## src/rtl/rsa_modexp_decrypt_if.sv

```systemverilog
// Request/response bundle between the decrypt core and its requester.
// Carries the key material, the ciphertext and the completion status.
interface rsa_modexp_decrypt_if #(
  parameter int W = 12
);
  logic         start;
  logic         key_valid;
  logic [W-1:0] d;
  logic [W-1:0] n;
  logic [W-1:0] c;
  logic [W-1:0] m;
  logic         busy;
  logic         done;
  logic         err;

  modport master (
    output start, key_valid, d, n, c,
    input  m, busy, done, err
  );

  modport slave (
    input  start, key_valid, d, n, c,
    output m, busy, done, err
  );
endinterface

```

## src/rtl/rsa_modexp_decrypt.sv

```systemverilog
// Fixed-latency RSA decrypt: m = c^d mod n using right-to-left
// square-and-multiply with interleaved shift-add modular multipliers.
module rsa_modexp_decrypt #(
  parameter int W = 12
) (
  input logic               clk,
  input logic               rst_n,
  rsa_modexp_decrypt_if.slave bus
);
  localparam int CW = $clog2(W);

  localparam logic [2:0] IDLE = 3'd0;
  localparam logic [2:0] LOAD = 3'd1;
  localparam logic [2:0] MUL  = 3'd2;
  localparam logic [2:0] UPD  = 3'd3;
  localparam logic [2:0] DONE = 3'd4;

  logic [2:0]    state;
  logic [W-1:0]  nr;
  logic [W-1:0]  res;
  logic [W-1:0]  base;
  logic [W-1:0]  e;
  logic [W-1:0]  acc1;
  logic [W-1:0]  acc2;
  logic [CW-1:0] k;
  logic [CW-1:0] j;
  logic [CW-1:0] bidx;
  logic          bbit;
  logic [W-1:0]  nxt1;
  logic [W-1:0]  nxt2;
  logic [W-1:0]  m_r;
  logic          busy_r;
  logic          done_r;
  logic          err_r;
  logic          bad;

  // One shift-add step; W+1 bits suffice since acc, a < mod.
  function automatic logic [W-1:0] mstep(
    input logic [W-1:0] acc,
    input logic [W-1:0] a,
    input logic         b,
    input logic [W-1:0] mod
  );
    logic [W:0] t;
    logic [W:0] nz;
    nz = {1'b0, mod};
    t  = {acc, 1'b0};
    if (t >= nz) t = t - nz;
    if (b) begin
      t = t + {1'b0, a};
      if (t >= nz) t = t - nz;
    end
    return t[W-1:0];
  endfunction

  always_comb begin
    bidx = CW'(W - 1) - j;
    bbit = base[bidx];
    nxt1 = mstep(acc1, res, bbit, nr);
    nxt2 = mstep(acc2, base, bbit, nr);
    bad  = !bus.key_valid
        || (bus.n < W'(2))
        || (bus.c >= bus.n);
  end

  assign bus.m    = m_r;
  assign bus.busy = busy_r;
  assign bus.done = done_r;
  assign bus.err  = err_r;

  always_ff @(posedge clk) begin
    if (!rst_n) begin
      state  <= IDLE;
      nr     <= '0;
      res    <= '0;
      base   <= '0;
      e      <= '0;
      acc1   <= '0;
      acc2   <= '0;
      k      <= '0;
      j      <= '0;
      m_r    <= '0;
      busy_r <= 1'b0;
      done_r <= 1'b0;
      err_r  <= 1'b0;
    end else begin
      case (state)
        IDLE: begin
          if (bus.start) begin
            nr   <= bus.n;
            base <= bus.c;
            e    <= bus.d;
            if (bad) begin
              state  <= DONE;
              done_r <= 1'b1;
              err_r  <= 1'b1;
              m_r    <= '0;
            end else begin
              state  <= LOAD;
              busy_r <= 1'b1;
              err_r  <= 1'b0;
            end
          end
        end
        LOAD: begin
          res   <= W'(1);
          k     <= '0;
          j     <= '0;
          acc1  <= '0;
          acc2  <= '0;
          state <= MUL;
        end
        MUL: begin
          acc1 <= nxt1;
          acc2 <= nxt2;
          j    <= j + 1'b1;
          if (j == CW'(W - 1)) state <= UPD;
        end
        UPD: begin
          if (e[0]) res <= acc1;
          base <= acc2;
          e    <= e >> 1;
          k    <= k + 1'b1;
          j    <= '0;
          acc1 <= '0;
          acc2 <= '0;
          if (k == CW'(W - 1)) begin
            state  <= DONE;
            done_r <= 1'b1;
            m_r    <= e[0] ? acc1 : res;
          end else begin
            state <= MUL;
          end
        end
        DONE: begin
          done_r <= 1'b0;
          busy_r <= 1'b0;
          state  <= IDLE;
        end
        default: state <= IDLE;
      endcase
    end
  end
endmodule

```

## src/flat_wrapper.sv

```systemverilog
// flat-port wrapper written by rule: the top's interface ports become plain ports
module rsa_modexp_decrypt_flat 
#(
  parameter int W = 12
)
  (clk, rst_n, bus_start, bus_key_valid, bus_d, bus_n, bus_c, bus_m, bus_busy, bus_done, bus_err);
  rsa_modexp_decrypt_if #(.W(W)) bus_i ();
  input logic clk;
  input logic rst_n;
  input wire logic [$bits(bus_i.start)-1:0] bus_start;
  input wire logic [$bits(bus_i.key_valid)-1:0] bus_key_valid;
  input wire logic [$bits(bus_i.d)-1:0] bus_d;
  input wire logic [$bits(bus_i.n)-1:0] bus_n;
  input wire logic [$bits(bus_i.c)-1:0] bus_c;
  output wire logic [$bits(bus_i.m)-1:0] bus_m;
  output wire logic [$bits(bus_i.busy)-1:0] bus_busy;
  output wire logic [$bits(bus_i.done)-1:0] bus_done;
  output wire logic [$bits(bus_i.err)-1:0] bus_err;
  assign bus_i.start = bus_start;
  assign bus_i.key_valid = bus_key_valid;
  assign bus_i.d = bus_d;
  assign bus_i.n = bus_n;
  assign bus_i.c = bus_c;
  assign bus_m = bus_i.m;
  assign bus_busy = bus_i.busy;
  assign bus_done = bus_i.done;
  assign bus_err = bus_i.err;
  rsa_modexp_decrypt #(.W(W)) u_core (.clk(clk), .rst_n(rst_n), .bus(bus_i));
endmodule
```

## config.mk

```make
export PLATFORM = sky130hd
export DESIGN_NAME = rsa_modexp_decrypt_flat
export DESIGN_NICKNAME = d
export VERILOG_FILES = /design/src/rtl/rsa_modexp_decrypt_if.sv /design/src/rtl/rsa_modexp_decrypt.sv /design/src/flat_wrapper.sv
export SDC_FILE = /design/constraint.sdc
export NUM_CORES = 1
export LEC_CHECK = 0
export ABC_AREA = 1
export BUFFER_PORTS_ARGS = -buffer_cell sky130_fd_sc_hd__buf_2
export CORE_UTILIZATION = 50
export DETAILED_ROUTE_END_ITERATION = 10
export PLACE_DENSITY = 0.66
export SLEW_MARGIN = 20
export SYNTH_ARGS = -nofsm -noshare
export SYNTH_HDL_FRONTEND = slang
export SYNTH_SLANG_ARGS = --single-unit
```

## constraint.sdc

```tcl
create_clock -name clk -period 7.79 [get_ports clk]
set_input_delay 1.558 -clock clk [delete_from_list [all_inputs] [get_ports clk]]
set_output_delay 1.558 -clock clk [all_outputs]
set_load 0.02 [all_outputs]
```

==> results.json, run 1 <==
{
  "grt_pass1_wl_mm": 41.66,
  "synth-edff-count": 0,
  "synth_top_cell_by_area": "dfxtp_1",
  "io_buffers": 54,
  "cts.sinks": 98,
  "peakVddDrop_mv": 0.1699,
  "synth_top_area_frac": 0.2248,
  "power_mw": 3.291,
  "pin_count": 55,
  "ctsResizeCount": 0,
  "synth_nets": 1479,
  "htreeDepth": 3,
  "core-area_mm2": 0.01682,
  "syn_inst": 1346,
  "pre_cts_slack_ns": 1.649,
  "cts_buffer_depth": 2,
  "firstDrtPassIters": 5,
  "overflow": 0,
  "wirelength_mm": 25.79,
  "internal_power_mw": 1.567,
  "max_freq_ghz": 0.1596,
  "die_h_um": 134.1,
  "crit_path_max_incr_delay_ns": 0.51,
  "clk_pin_slew_ns": 0.08,
  "tritoncts": "built",
  "synth_seq_cells": 98,
  "setup_viol": 0,
  "seqPwrFrac": 0.184,
  "cp-start-kind": "flop",
  "fill_cells": 1732,
  "pwr_density_cell_mw_per_mm2": 349.8,
  "grt_pass1_vias": 8190,
  "holdBufCountCts": 0,
  "routed_via_density": 5.526,
  "cts_buffers": 9,
  "finalCritPeriodShare": 0.8045,
  "crit_buf_inv": 3,
  "hp-class": "flop to flop",
  "setup_slack_ns": 1.523,
  "postSynthAreaPerCell_um2": 6.484,
  "synth-async-reset-ratio": 0,
  "dieArea_mm2": 0.01799,
  "antenna_found_initial": 0,
  "chipWidth_um": 134.1,
  "rows": 47,
  "pwr-share-clk": 0.151,
  "routedWlPerCell_um": 16.18,
  "p_sw_mw": 1.723,
  "ys_seq_area_frac": 0.2248,
  "vias": 8808,
  "dp_hpwl_mm": 19.85,
  "antenna_left": 0,
  "antenna_cells": 0,
  "drc": 0,
  "clock_skew_ns": 0.01084,
  "drtIter0Drc": 695,
  "fin_crit_ns": 6.267,
  "cpMostUsedCell": "nand2_1",
  "synth_area_mm2": 0.008727,
  "yosys_warnings": 0,
  "grt_start_max_net_pins": 57,
  "place.gp.congestion": 0.9550,
  "clockRootBuffer": "clkbuf_16",
  "slowest_stage": "nand2_1",
  "hold_viol_final": 0,
  "leakagePower_nw": 4.704,
  "insertion_delay_ns": 0.37,
  "start_util": 0.5189,
  "relSlewSlack": 0.3175,
  "status": "complete, no violations",
  "crit_arrival_ns": 6.57,
  "critPathKind": "flop to flop",
  "critPathTopFamily": "simple AND/OR/NAND/NOR gates",
  "yosys-top-cells-area": "dfxtp_1 22%, nand2_1 15%, ha_1 12%",
  "cts_setup_buffers": 0,
  "setup_tns_ns": 0,
  "track_usage": 0.2944,
  "drive_above_1_share": 0.09025,
  "synth-main-ff-cell": "dfxtp_1",
  "cp.required_ns": 8.09,
  "drv_slew": 0,
  "synthDistinctLibCells": 48,
  "endpoint_kind": "flop",
  "cp_max_fo": 21,
  "worst_pin_slew_ns": 1.017,
  "p_comb_frac": 0.664,
  "switching_share": 0.5237,
  "area_growth_pct": 7.785,
  "maxCapViolations": 0,
  "nets": 1502,
  "rsz0062_at_grt": "false"
}
flip-flops by register name (all words and copies together) (netlist names):
signal,count
u_core.bus.m,12
u_core.bus.err,1
u_core.base,12
u_core.acc2,12
u_core.nr,12
u_core.state,3
u_core.e,12
u_core.k,4
u_core.acc1,12
u_core.j,4
u_core.bus.busy,1
u_core.bus.done,1
u_core.res,12
cells in the mapped netlist (2+ instances only):
cell	count
a211oi_1	3
a21o_1	9
a21oi_1	111
a21oi_2	11
a31oi_1	36
and3_1	2
buf_1	2
buf_2	11
buf_4	6
clkbuf_1	26
clkinv_1	3
dfxtp_1	98
fa_1	6
ha_1	87
inv_1	184
inv_2	5
nand2_1	348
nand2_2	11
nand2_4	2
nand3_1	94
nand3_2	3
nand3b_1	5
nand4_1	22
nor2_1	55
nor3_1	17
nor3b_1	2
nor4_1	3
o211ai_1	14
o21ai_0	79
o21ai_1	9
o21bai_1	6
or2_2	10
xnor2_1	20
xor2_1	32
area by class of cell:
class	instances	area, µm²	area share
Timing Repair Buffer	60	315.3	0.03352
Clock buffer	9	225.2	0.02394
Tap cell	220	275.3	0.02926
Sequential cell	98	1962	0.2086
Multi-Input combinational cell	1008	5813	0.6180
Clock inverter	7	95.09	0.01011
Inverter	192	720.7	0.07662
per-stage QoR:
stage          instances  hold WS [ns]  utilization  cell area, µm²
2_1_floorplan       1346        0.4471            -            8727
3_3_place_gp        1578        0.4482       0.5402            9086
4_1_cts             1594        0.4556       0.5593            9407
3_5_place_dp        1578        0.4439       0.5402            9086
6_report            1594        0.4525       0.5593            9407
5_1_grt             1594        0.4709       0.5593            9407
layout by cell type, fill, tap and decap left out, drive strengths merged, types with 17 or more instances in the layout:
master    n
nand2   361
inv     192
a21oi   122
dfxtp    98
nand3    97
o21ai    89
ha       87
buf      60
nor2     56
a31oi    36
xor2     32
nand4    23
xnor2    20
nor3     17
per-layer routing:
layer,track usage,routed length [µm]
met3,0.05215,1683
met2,0.4824,11580
met4,0.08552,482
met5,0,0
met1,0.3943,12040
cell families after synthesis:
family,share of synthesized area
compound gates,0.1839
fa+ha+maj,0.1385
simple gates,0.2903
buf+inv,0.1102
flops,0.2248
xor+xnor,0.05219
worst reg2reg max path, delay by kind of cell (launching register included):
kind	cells	cell delay (ns)
buffers and inverters	3	0.54
AOI/OAI and AO/OA	6	0.91
DFF	1	0.42
xor gates and xnor gates	1	0.31
and+or+nand+nor	16	2.53
adders and majority gates	5	1.50
path summary, 6_finish.rpt:
kind | from | end | slack, ns | cells after the start
setup reg to reg | u_core.nr[1]$_SDFFE_PN0P_ | u_core.acc1[10]$_SDFFE_PN0P_ | 1.52 | 31
setup / recovery | u_core.nr[1]$_SDFFE_PN0P_ | u_core.acc1[10]$_SDFFE_PN0P_ | 1.52 | 31
hold reg to reg | u_core.bus.done$_SDFFE_PN0P_ | u_core.bus.done$_SDFFE_PN0P_ | 0.45 | 2
hold / removal | u_core.bus.done$_SDFFE_PN0P_ | u_core.bus.done$_SDFFE_PN0P_ | 0.45 | 2
power by group through the flow:
stage	Clock [mW]	Combinational, mW	Sequential, mW
2_1_floorplan	0	1.74	0.622
3_3_place_gp	0	2.13	0.616
3_5_place_dp	0	2.13	0.618
4_1_cts	0.503	2.14	0.606
5_1_grt	0.520	2.44	0.614
6_report	0.498	2.19	0.607
Note: power is estimated with default switching activity, not from simulation.
==> run 2: changes to the inputs <==
--- a/config.mk
+++ b/config.mk
@@ -9,7 +9,7 @@
 export BUFFER_PORTS_ARGS = -buffer_cell sky130_fd_sc_hd__buf_2
 export CORE_UTILIZATION = 50
 export DETAILED_ROUTE_END_ITERATION = 10
-export PLACE_DENSITY = 0.66
+export PLACE_DENSITY = 0.68
 export SLEW_MARGIN = 20
 export SYNTH_ARGS = -nofsm -noshare
 export SYNTH_HDL_FRONTEND = slang
==> constraint.sdc (replaced) <==
create_clock -name clk -period 5.2 [get_ports clk]
set_input_delay 1.04 -clock clk [delete_from_list [all_inputs] [get_ports clk]]
set_output_delay 1.04 -clock clk [all_outputs]
set_load 0.02 [all_outputs]
==> results.json, run 2 (synthesis results as in run 1) <==
{
  "status": "complete, no violations",
  "grt_pass1_wl_mm": 42.62,
  "cts_buffers": 9,
  "fin_util": 0.6021,
  "place.gp.congestion": 0.9361,
  "drive_above_1_share": 0.1610,
  "vias": 9174,
  "antenna_found_initial": 0,
  "pwr_density_cell_mw_per_mm2": 526.3,
  "hp-class": "flop to flop",
  "area_growth_pct": 16.03,
  "cpMostUsedCell": "nand2_1",
  "hold_viol_final": 0,
  "finalCritPeriodShare": 0.9438,
  "relSlewSlack": 0.3694,
  "routedWlPerCell_um": 16.18,
  "dp.cells": 1636,
  "firstDrtPassIters": 5,
  "cts.sinks": 98,
  "peakVddDrop_mv": 0.5162,
  "tritoncts": "built",
  "slowest_stage": "ha_2",
  "start_util": 0.5189,
  "worst_pin_slew_ns": 0.9400,
  "clk_pin_slew_ns": 0.08,
  "rr_worst_depth": 31,
  "insertion_delay_ns": 0.37,
  "cp_max_fo": 12,
  "mostFrequentLayoutCell": "nand2_1",
  "dp_hpwl_mm": 20.97,
  "clock_skew_ns": 0.008131,
  "io_buffers": 54,
  "endpoint_kind": "flop",
  "setup_viol": 0,
  "grt_pass1_vias": 8161,
  "htreeDepth": 3,
  "setup_tns_ns": 0,
  "maxCapViolations": 0,
  "drv_slew": 0,
  "crit_path_max_incr_delay_ns": 0.31,
  "drc": 0,
  "power_mw": 5.329,
  "fin_crit_ns": 4.908,
  "wirelength_mm": 26.87,
  "whs_ns": 0.4550,
  "antenna_left": 0,
  "leakagePower_nw": 5.058,
  "die_h_um": 134.1,
  "rows": 47,
  "chipWidth_um": 134.1,
  "whs_path_depth": 2,
  "cp.required_ns": 5.44,
  "rsz0062_at_grt": "true",
  "cts_buffer_depth": 2,
  "antenna_cells": 0,
  "overflow": 0,
  "drtIter0Drc": 639,
  "layout_common_cells": "347 x nand2_1, 183 x inv_1, 104 x a21oi_1, 98 x dfxtp_1, 94 x nand3_1",
  "crit_arrival_ns": 5.15,
  "track_usage": 0.3013,
  "critPathKind": "flop to flop",
  "pin_count": 55,
  "grt_start_max_net_pins": 57,
  "routed_via_density": 5.523,
  "max_freq_ghz": 0.2038,
  "cp-start-kind": "flop",
  "fin_cells": 1661,
  "dieArea_mm2": 0.01799,
  "nets": 1569,
  "core-area_mm2": 0.01682,
  "clockRootBuffer": "clkbuf_16"
}
## run 2: critical path: cells and delay by family, from the launching register on
kind	cells	cell delay [ns]
flops	1	0.30
fa+ha+maj	3	0.89
compound gates	9	1.18
xor+xnor	1	0.16
simple gates	12	1.40
buf+inv	6	0.87
## run 2: final timing paths
path | slack [ns] | startpoint | to
worst max-delay path | 0.29 | u_core.nr[10]$_SDFFE_PN0P_ | u_core.acc2[9]$_SDFFE_PN0P_
worst min-delay path | 0.46 | u_core.bus.done$_SDFFE_PN0P_ | u_core.bus.done$_SDFFE_PN0P_
worst max register to register | 0.29 | u_core.nr[10]$_SDFFE_PN0P_ | u_core.acc2[9]$_SDFFE_PN0P_
worst min register to register | 0.46 | u_core.bus.done$_SDFFE_PN0P_ | u_core.bus.done$_SDFFE_PN0P_
## run 2: repair_timing
item | 4_1_cts | 5_1_grt
hold buffers | 0 | 0
cloned | 0 | 1
setup buffers | 1 | 7
pin swaps | 0 | 5
gates resized for setup | 3 | 49
setup endpoints to repair | 12 | 24
## run 2: layout make-up
cell class	count	area [µm²]
multi-input cells	1009	6023
flip-flops and latches	98	1962
clock buffers	9	225.2
inverters	192	724.4
clock inverters	7	92.59
fillers	1641	6693
repair buffers	126	823.3
well taps	220	275.3
## run 2: metrics by stage
step	worst slack, ns	area (µm²)
global route	-0.07561	10130
finish	0.2921	10130
detailed placement	-0.07598	9534
floorplan	0.4765	8727
CTS	0.03506	9867
global placement	-0.07530	9534
## run 2: where the power goes
group / leakage (nW) / switching (mW) / internal (mW)
Combinational: 4.10 / 2.25 / 1.43
Sequential: 0.801 / 0.0685 / 0.839
Clock: 0.156 / 0.357 / 0.388
Total: 5.06 / 2.67 / 2.66
## run 2: routing by layer
metal  GRT usage  wire length [µm]  share of wire
met5           0                 0              0
met4      0.1074               711          0.026
met3     0.03250              1617          0.060
met2      0.4560             11470           0.43
met1      0.4396             13070           0.49
